File: src/rtl/mux_n_rr_sel_if.sv
// Handshake bundle between N producer channels, the selector and one consumer.
// The master modport is the driving environment; the slave modport is the selector.
interface mux_n_rr_sel_if #(
  parameter int N_CH   = 4,
  parameter int DATA_W = 8,
  parameter int SEL_W  = 2
);
  logic [N_CH*DATA_W-1:0] in_data;
  logic [N_CH-1:0]        in_valid;
  logic [N_CH-1:0]        in_ready;
  logic                   mode;
  logic [SEL_W-1:0]       sel;
  logic [DATA_W-1:0]      out_data;
  logic [SEL_W-1:0]       out_ch;
  logic                   out_valid;
  logic                   out_ready;

  modport master (
    output in_data, in_valid, mode, sel, out_ready,
    input  in_ready, out_data, out_ch, out_valid
  );

  modport slave (
    input  in_data, in_valid, mode, sel, out_ready,
    output in_ready, out_data, out_ch, out_valid
  );
endinterface

File: src/rtl/mux_n_rr_sel.sv
// N-channel valid/ready selector with fixed-select and round-robin modes,
// feeding a single registered output stage that sustains one word per cycle.
module mux_n_rr_sel #(
  parameter int N_CH   = 4,
  parameter int DATA_W = 8,
  parameter int SEL_W  = 2
) (
  input logic           clk,
  input logic           rst,
  mux_n_rr_sel_if.slave bus
);

  logic [N_CH-1:0]   w_grant;
  logic [SEL_W-1:0]  w_grantIdx;
  logic [DATA_W-1:0] w_grantData;
  logic [SEL_W-1:0]  w_ptrNext;
  logic              w_load;
  logic              w_xfer;

  logic [SEL_W-1:0]  r_ptr;
  logic [DATA_W-1:0] r_outData;
  logic [SEL_W-1:0]  r_outCh;
  logic              r_outValid;

  assign w_load = ~r_outValid | bus.out_ready;

  // An out-of-range sel matches no channel index, so it grants nothing.
  always_comb begin
    int   idx;
    logic found;
    w_grant = '0;
    found   = 1'b0;
    idx     = 0;
    if (!bus.mode) begin
      for (int i = 0; i < N_CH; i++) begin
        w_grant[i] = (bus.sel == SEL_W'(i)) && bus.in_valid[i];
      end
    end else begin
      for (int k = 0; k < N_CH; k++) begin
        idx = int'(r_ptr) + k;
        if (idx >= N_CH) idx = idx - N_CH;
        if (!found && bus.in_valid[idx]) begin
          w_grant[idx] = 1'b1;
          found        = 1'b1;
        end
      end
    end
  end

  always_comb begin
    w_grantIdx  = '0;
    w_grantData = '0;
    for (int i = 0; i < N_CH; i++) begin
      if (w_grant[i]) begin
        w_grantIdx  = SEL_W'(i);
        w_grantData = bus.in_data[i*DATA_W +: DATA_W];
      end
    end
    if (w_grantIdx == SEL_W'(N_CH - 1)) w_ptrNext = '0;
    else                                w_ptrNext = w_grantIdx + 1'b1;
  end

  assign bus.in_ready = w_grant & {N_CH{w_load & ~rst}};
  assign w_xfer       = (|w_grant) & w_load & ~rst;

  always_ff @(posedge clk) begin
    if (rst) begin
      r_outValid <= 1'b0;
      r_outData  <= '0;
      r_outCh    <= '0;
      r_ptr      <= '0;
    end else if (w_xfer) begin
      r_outValid <= 1'b1;
      r_outData  <= w_grantData;
      r_outCh    <= w_grantIdx;
      if (bus.mode) r_ptr <= w_ptrNext;
    end else if (bus.out_ready) begin
      r_outValid <= 1'b0;
    end
  end

  assign bus.out_data  = r_outData;
  assign bus.out_ch    = r_outCh;
  assign bus.out_valid = r_outValid;

endmodule

File: src/flat_wrapper.sv
// flat-port wrapper written by rule: the top's interface ports become plain ports
module mux_n_rr_sel_flat 
#(
  parameter int N_CH   = 4,
  parameter int DATA_W = 8,
  parameter int SEL_W  = 2
)
  (clk, rst, bus_in_data, bus_in_valid, bus_mode, bus_sel, bus_out_ready, bus_in_ready, bus_out_data, bus_out_ch, bus_out_valid);
  mux_n_rr_sel_if #(.N_CH(N_CH), .DATA_W(DATA_W), .SEL_W(SEL_W)) bus_i ();
  input logic clk;
  input logic rst;
  input wire logic [$bits(bus_i.in_data)-1:0] bus_in_data;
  input wire logic [$bits(bus_i.in_valid)-1:0] bus_in_valid;
  input wire logic [$bits(bus_i.mode)-1:0] bus_mode;
  input wire logic [$bits(bus_i.sel)-1:0] bus_sel;
  input wire logic [$bits(bus_i.out_ready)-1:0] bus_out_ready;
  output wire logic [$bits(bus_i.in_ready)-1:0] bus_in_ready;
  output wire logic [$bits(bus_i.out_data)-1:0] bus_out_data;
  output wire logic [$bits(bus_i.out_ch)-1:0] bus_out_ch;
  output wire logic [$bits(bus_i.out_valid)-1:0] bus_out_valid;
  assign bus_i.in_data = bus_in_data;
  assign bus_i.in_valid = bus_in_valid;
  assign bus_i.mode = bus_mode;
  assign bus_i.sel = bus_sel;
  assign bus_i.out_ready = bus_out_ready;
  assign bus_in_ready = bus_i.in_ready;
  assign bus_out_data = bus_i.out_data;
  assign bus_out_ch = bus_i.out_ch;
  assign bus_out_valid = bus_i.out_valid;
  mux_n_rr_sel #(.N_CH(N_CH), .DATA_W(DATA_W), .SEL_W(SEL_W)) u_core (.clk(clk), .rst(rst), .bus(bus_i));
endmodule
File: config.mk
export PLATFORM = sky130hd
export DESIGN_NAME = mux_n_rr_sel_flat
export DESIGN_NICKNAME = d
export VERILOG_FILES = /design/src/rtl/mux_n_rr_sel_if.sv /design/src/rtl/mux_n_rr_sel.sv /design/src/flat_wrapper.sv
export SDC_FILE = /design/constraint.sdc
export NUM_CORES = 1
export LEC_CHECK = 0
export CORE_MARGIN = 3
export CORE_UTILIZATION = 40
export CTS_CLUSTER_SIZE = 10
export DETAILED_ROUTE_END_ITERATION = 8
export GPL_TIMING_DRIVEN = 0
export PLACE_DENSITY = 0.86
export SKIP_LAST_GASP = 1
export SYNTH_ARGS = -nofsm -noshare
export SYNTH_HDL_FRONTEND = slang
export SYNTH_SLANG_ARGS = --single-unit
File: constraint.sdc
create_clock -name clk -period 4.3 [get_ports clk]
set_input_delay 1.29 -clock clk [delete_from_list [all_inputs] [get_ports clk]]
set_output_delay 1.29 -clock clk [all_outputs]
set_load 0.05 [all_outputs]
==> flow_summary.toml, run 1 <==
[clocking]
cts-htree-levels = 1
cts-root-buf = "clkbuf_4"
numCtsBuffers = 3
cts_tree = "yes"
clock_sinks = 13
cts_hold_buf = 0
clock_path_buffers = 2
cts.clk_slew.worst_paths_ns = 0.09
clk_latency_ns = 0.29

[worst_setup_path]
reg2reg_depth = 19
slowest_delay_ns = 0.47
slowest_stage = "a2111oi_4"
required_ns = 3.01
arrival_ns = 3.02
cp_cell_sequence = "buf_12 -> or3b_4 -> a2111oi_4 -> o21ai_1 -> a41oi_2 -> and2_4 -> buf_8"
r2r-start = "u_core.r_ptr[0]"
endpoint_kind = "output port"
r2r_end = "u_core.bus.out_data[5]"
cp_max_fo = 7
crit_type = "input port to output port"
crit_cells = 7
path_buf_inv = 2
r2r_setup_slack_ns = 0.24
crit_path_start_kind = "input port"
crit_family = "compound AO/OA/AOI/OAI gates"

[grt]
grt_remaining_overflow = 0
grt_pass1_wl_um = 7020
grt_pass1_vias = 1440
grt_usage = 0.250
antenna_found_initial = 0
grt_max_degree = 12

[power]
leakagePower_nw = 0.790
p_sw_frac = 0.422
powerDensity_nw_per_um2 = 261
vdd_drop_max_mv = 0.199
internal_power_mw = 0.314
power.share.sequential = 0.276
comb_power_share = 0.570
p_clk_frac = 0.153
switching_power_mw = 0.229

[floorplan]
die_h_um = 61.4
num_io_pins = 57
row_count = 19
die_area_sq_um = 3770
coreArea_sq_um = 2830
start_util = 0.433
die_x_um = 61.4

[synthesis]
synth_ff_type = "dfxtp_1"
synthesis.nets = 179
synthArstFlopShare = 0
synth.avg_cell_area_sq_um = 9.29
mappedNetlistArea_sq_um = 1230
ys_top_cells_by_count = "13 x dfxtp_1, 10 x o21ai_0, 9 x nor2_1"
synth_top_area_share = 0.212
synth_cell_type_count = 51
synth_area_leader_cell = "dfxtp_1"
synth_cells = 132
synthTopCellsByArea = "dfxtp_1 21%, a221o_1 5.7%, ha_1 5.1%"
ys_warn_count = 0
ys_seq_area_frac = 0.212
synth_edf_count = 0
yosysMostFrequentCell = "dfxtp_1"
synth-seq-cells = 13

[sta]
finalHoldViolations = 0
fin_hold_ws_ns = 0.491
final.setup.worst_slack_ns = -0.00758
maxSlewHeadroom = 0.595
fmax_mhz = 232
skew_ns = 0.00764
setup_viol = 1
rsz0062_at_grt = "yes"
drv_slew = 0
tightest_slew_ns = 0.605
fin_crit_ns = 4.31
period_share = 1.00

[worst_hold_path]
hold_start = "u_core.bus.out_data[6]"
worstHoldPathType = "flip-flop to flip-flop"
hold_depth = 1
holdPathEnd = "u_core.bus.out_data[6]"

[run_status]
status = "finished with violations"
failed_checks = "negative setup slack"

[routing]
avgRoutedWirePerCell_um = 20.7
vias = 1564
vias_per_cell = 6.52
route.detailed.drc = 0
antenna_left = 0
first_pass_iters = 4
drtIter0Drc = 144
wl_um = 4960

[place]
portBuffers = 55
place.gp.congestion = 0.872
hpwlAfterDp_um = 3260

[cells_and_area]
final_layout_size_suffix_gt1_frac = 0.316
area_growth_pct = 69.5
fin_nets = 257
fill_cells = 214
final_util = 0.735
antennaDiodeCount = 0

[flow_run]
cap_viol_max_count = 0
==> flip-flops by register name (all words and copies together) (netlist names) <==
register              flops
u_core.r_ptr              2
u_core.bus.out_ch         2
u_core.bus.out_data       8
u_core.bus.out_valid      1
==> power by group through the flow <==
stage               clock (mW)  sequential, mW  combinational, mW
detailed placement           0           0.152              0.272
global placement             0           0.151              0.266
global route            0.0890           0.152              0.325
CTS                     0.0806           0.149              0.284
finish                  0.0832           0.150              0.310
floorplan                    0           0.204              0.114
==> logic make-up after synthesis <==
family / after synthesis / share of synthesized area
adder cells (fa/ha/maj): 5 / 0.0510
AO/OA/AOI/OAI: 62 / 0.439
multiplexers: 5 / 0.0531
buffers and inverters: 11 / 0.0551
flip-flops: 13 / 0.212
AND/OR/NAND/NOR: 36 / 0.190
==> layout make-up <==
cell class / instances / area [sq um] / area share
flip-flops and latches: 13 / 262 / 0.126
well taps: 31 / 38.8 / 0.0187
plain buffers: 7 / 56.3 / 0.0271
multi-input cells: 108 / 987 / 0.475
clock buffers: 4 / 26.3 / 0.0126
repair buffers: 73 / 693 / 0.334
inverters: 4 / 15.0 / 0.00722
==> metal layers <==
layer	track usage	wire [um]
met5	0	0
met4	0.0848	166
met3	0.0587	334
met2	0.418	2460
met1	0.316	2010
==> cells in the final DEF, fill, tap and decap left out, types with 3 or more instances in the layout <==
cell and instances:
a31oi_1 3, dfxtp_1 12, a21oi_1 3, a221o_1 7, nand2_1 3, buf_6 5, o21ai_0 7, buf_2 4
ha_1 4, inv_1 4, buf_4 21, clkdlybuf4s50_1 48, nor3b_1 3, or3_1 3, nor2_1 6, a32o_1 5
o22a_1 7, clkbuf_4 3
==> stage by stage <==
step                worst slack [ns]  total power, mW  setup TNS, ns  cells  instance area [sq um]
floorplan                    -0.0660            0.319        -0.0660    132                   1230
global placement               -1.20            0.417          -4.36    218                   1820
detailed placement             -1.25            0.424          -4.57    218                   1820
CTS                           0.0177            0.514              0    234                   1950
global route                 -0.0973            0.566         -0.181    240                   2080
finish                      -0.00758            0.543       -0.00758    240                   2080
==> worst max path at each step <==
stage / start / end / slack [ns]
finish: bus_in_valid[0] / bus_in_ready[2] / -0.008
global route: bus_in_valid[0] / bus_in_ready[2] / -0.1
CTS: bus_in_valid[0] / u_core.bus.out_data[7] / 0.02
detailed placement: bus_in_valid[2] / bus_in_ready[3] / -1.25
global placement: bus_in_valid[2] / bus_in_ready[3] / -1.20
floorplan: bus_in_valid[1] / bus_in_ready[3] / -0.07
==> what timing repair did <==
action,4_1_cts,5_1_grt
setup buffers,12,7
resized for setup,48,22
endpoints found under the setup margin,4,14
pin swaps,4,9
Note: power is estimated with default switching activity, not from simulation.
==> inputs of run 2 (changes only) <==
==> constraint.sdc (replaced) <==
create_clock -name clk -period 5.3 [get_ports clk]
set_input_delay 1.59 -clock clk [delete_from_list [all_inputs] [get_ports clk]]
set_output_delay 1.59 -clock clk [all_outputs]
set_load 0.05 [all_outputs]
==> run 2 against run 1 <==
Effect of this change: the run now ends clean; first-iteration DRC count shrank 2.8%; sequential power down 20%; routed wire length decreased by 17%; critical path depth unchanged; global-route usage fell by 2.2 points; count of clock-buffer cells in the layout is the same; setup slack better by 0.068 ns; total power shrank 25%; non-clock buffer count down 17; die area did not move; utilization fell by 8.1 points; via count is 9.2% lower; largest power group unchanged; highest routed layer unchanged.
==> flow_summary.toml, run 2 (synthesis gave the netlist of run 1 again) <==
[clocking]
cts.clk_slew.worst_paths_ns = 0.09
clock_path_buffers = 2
clock_sinks = 13
numCtsBuffers = 3
cts_hold_buf = 0
cts-root-buf = "clkbuf_4"
cts_tree = "yes"
cts-htree-levels = 1
clk_latency_ns = 0.29

[power]
power.share.sequential = 0.294
p_clk_frac = 0.160
switching_power_mw = 0.171
comb_power_share = 0.546
finalPower_mw = 0.408
vdd_drop_max_mv = 0.143
leakagePower_nw = 0.692
p_sw_frac = 0.418
internal_power_mw = 0.238
powerDensity_nw_per_um2 = 221

[floorplan]
die_x_um = 61.4
start_util = 0.433
num_io_pins = 57
row_count = 19
die_area_sq_um = 3770
coreArea_sq_um = 2830
die_h_um = 61.4

[cells_and_area]
fill_cells = 232
antennaDiodeCount = 0
layout_commonest_cell = "clkdlybuf4s50_1"
stdcell_count = 223
final_layout_size_suffix_gt1_frac = 0.177
fin_nets = 240
final_util = 0.653
final_cell_mix = "48 x clkdlybuf4s50_1, 13 x dfxtp_1, 9 x o21ai_0, 8 x nor2_1"
area_growth_pct = 50.7
largest_register_ff_count = 8

[worst_setup_path]
crit_family = "compound AO/OA/AOI/OAI gates"
slowest_stage = "or3b_1"
path_buf_inv = 2
cp_cell_sequence = "dlygate4sd2_1 -> or3b_1 -> a2111oi_4 -> o21ai_0 -> a41oi_2 -> and2_1 -> clkdlybuf4s15_2"
cp_max_fo = 9
arrival_ns = 3.65
r2r_setup_slack_ns = 1.87
r2r-start = "u_core.r_ptr[0]"
endpoint_kind = "output port"
slowest_delay_ns = 0.42
crit_type = "input port to output port"
r2r_end = "u_core.bus.out_data[5]"
crit_path_start_kind = "input port"
reg2reg_depth = 10
required_ns = 3.71

[worst_hold_path]
holdPathEnd = "u_core.bus.out_data[6]"
hold_start = "u_core.bus.out_data[6]"
hold_depth = 1
worstHoldPathType = "flip-flop to flip-flop"

[grt]
grt_pass1_vias = 1445
grt_max_degree = 12
antenna_found_initial = 0
grt_remaining_overflow = 0
grt_usage = 0.229
grt_pass1_wl_um = 6400

[place]
place.gp.congestion = 0.851
portBuffers = 55
place_ws_ns = -0.873
hpwlAfterDp_um = 3180
place_inst = 218

[routing]
vias = 1420
antenna_left = 0
route.detailed.drc = 0
wl_um = 4100
avgRoutedWirePerCell_um = 18.4
vias_per_cell = 6.37
drtIter0Drc = 140
first_pass_iters = 4

[sta]
final.setup.worst_slack_ns = 0.0603
skew_ns = 0.00736
tightest_slew_ns = 0.621
setup_viol = 0
fin_crit_ns = 5.24
maxSlewHeadroom = 0.585
drv_slew = 0
period_share = 0.989
fin_hold_ws_ns = 0.477
fmax_mhz = 191
finalHoldViolations = 0
rsz0062_at_grt = "no"

[run_status]
status = "complete, no violations"

[flow_run]
cap_viol_max_count = 0
-- run 2: cell count changes in the layout (fill, tap and decap cells not counted), sizes merged --
| cell | previous run | this run |
|---|---|---|
| clkdlybuf4s15 | 0 | 3 |
| buf | 32 | 10 |
| dlygate4sd2 | 0 | 1 |
| clkbuf | 4 | 5 |
-- run 2: repair_timing --
action                     CTS  global route
setup endpoints to repair    4             4
buffers inserted             1             0
gates resized for setup     20             7
pin swaps                    1             1
-- run 2: worst max path at each step --
stage | startpoint | endpoint | cells after the start
6_report | bus_in_valid[0] | bus_in_ready[2] | 7
5_1_grt | bus_in_valid[0] | bus_in_ready[2] | 7
4_1_cts | bus_in_valid[0] | bus_in_ready[3] | 8
3_5_place_dp | bus_in_valid[3] | bus_in_ready[3] | 8
3_3_place_gp | bus_in_valid[2] | bus_in_ready[3] | 8
2_1_floorplan | bus_in_valid[1] | bus_in_ready[3] | 7
-- run 2: area by class of cell --
| type | instances | area [sq um] | area share |
|---|---|---|---|
| sequential | 13 | 260 | 0.141 |
| tap | 31 | 38.8 | 0.0210 |
| inverter | 4 | 15.0 | 0.00812 |
| clock buffer | 4 | 26.3 | 0.0142 |
| timing repair buffer | 56 | 551 | 0.298 |
| buffer | 7 | 52.6 | 0.0284 |
| multi-input combinational | 108 | 905 | 0.490 |
-- run 2: through the flow --
stage	TNS (ns)	area, sq um
6_report	0	1850
5_1_grt	0	1850
4_1_cts	0	1850
3_5_place_dp	-3.03	1820
3_3_place_gp	-2.75	1820
2_1_floorplan	0	1230
-- run 2: layer usage --
layer	share of wire	up-vias	wire (um)	global-route usage
met3	0.063	6	257	0.0377
li1	-	674	-	-
met2	0.51	68	2080	0.408
met4	0.012	0	50	0.0788
met1	0.42	672	1720	0.276
met5	0	-	0	0
-- run 2: power by group through the flow --
| stage | sequential (mW) | combinational (mW) | clock [mW] |
|---|---|---|---|
| after floorplan | 0.166 | 0.0918 | 0 |
| after global placement | 0.122 | 0.215 | 0 |
| after detailed placement | 0.122 | 0.219 | 0 |
| after CTS | 0.120 | 0.221 | 0.0662 |
| after global routing | 0.122 | 0.235 | 0.0694 |
| final | 0.120 | 0.223 | 0.0653 |
-- run 2: worst reg2reg max path: stages (launching register included) --
cell and delay [ns]:
dfxtp_1 0.54, inv_1 0.22, ha_1 0.44, or3b_1 0.45, a2111oi_4 0.40, o21ai_0 0.16
a41oi_2 0.21, buf_4 0.19, nand2_1 0.19, o22a_1 0.26, a32o_2 0.27
==> inputs of run 3 (changes only) <==
--- a/config.mk
+++ b/config.mk
@@ -5,6 +5,7 @@
 export SDC_FILE = /design/constraint.sdc
 export NUM_CORES = 1
 export LEC_CHECK = 0
+export ABC_CLOCK_PERIOD_IN_PS = 5300
 export CORE_MARGIN = 3
 export CORE_UTILIZATION = 40
 export CTS_CLUSTER_SIZE = 10
==> results of run 3 <==
The final DEF is identical to that of run 2; final timing and power are the same.
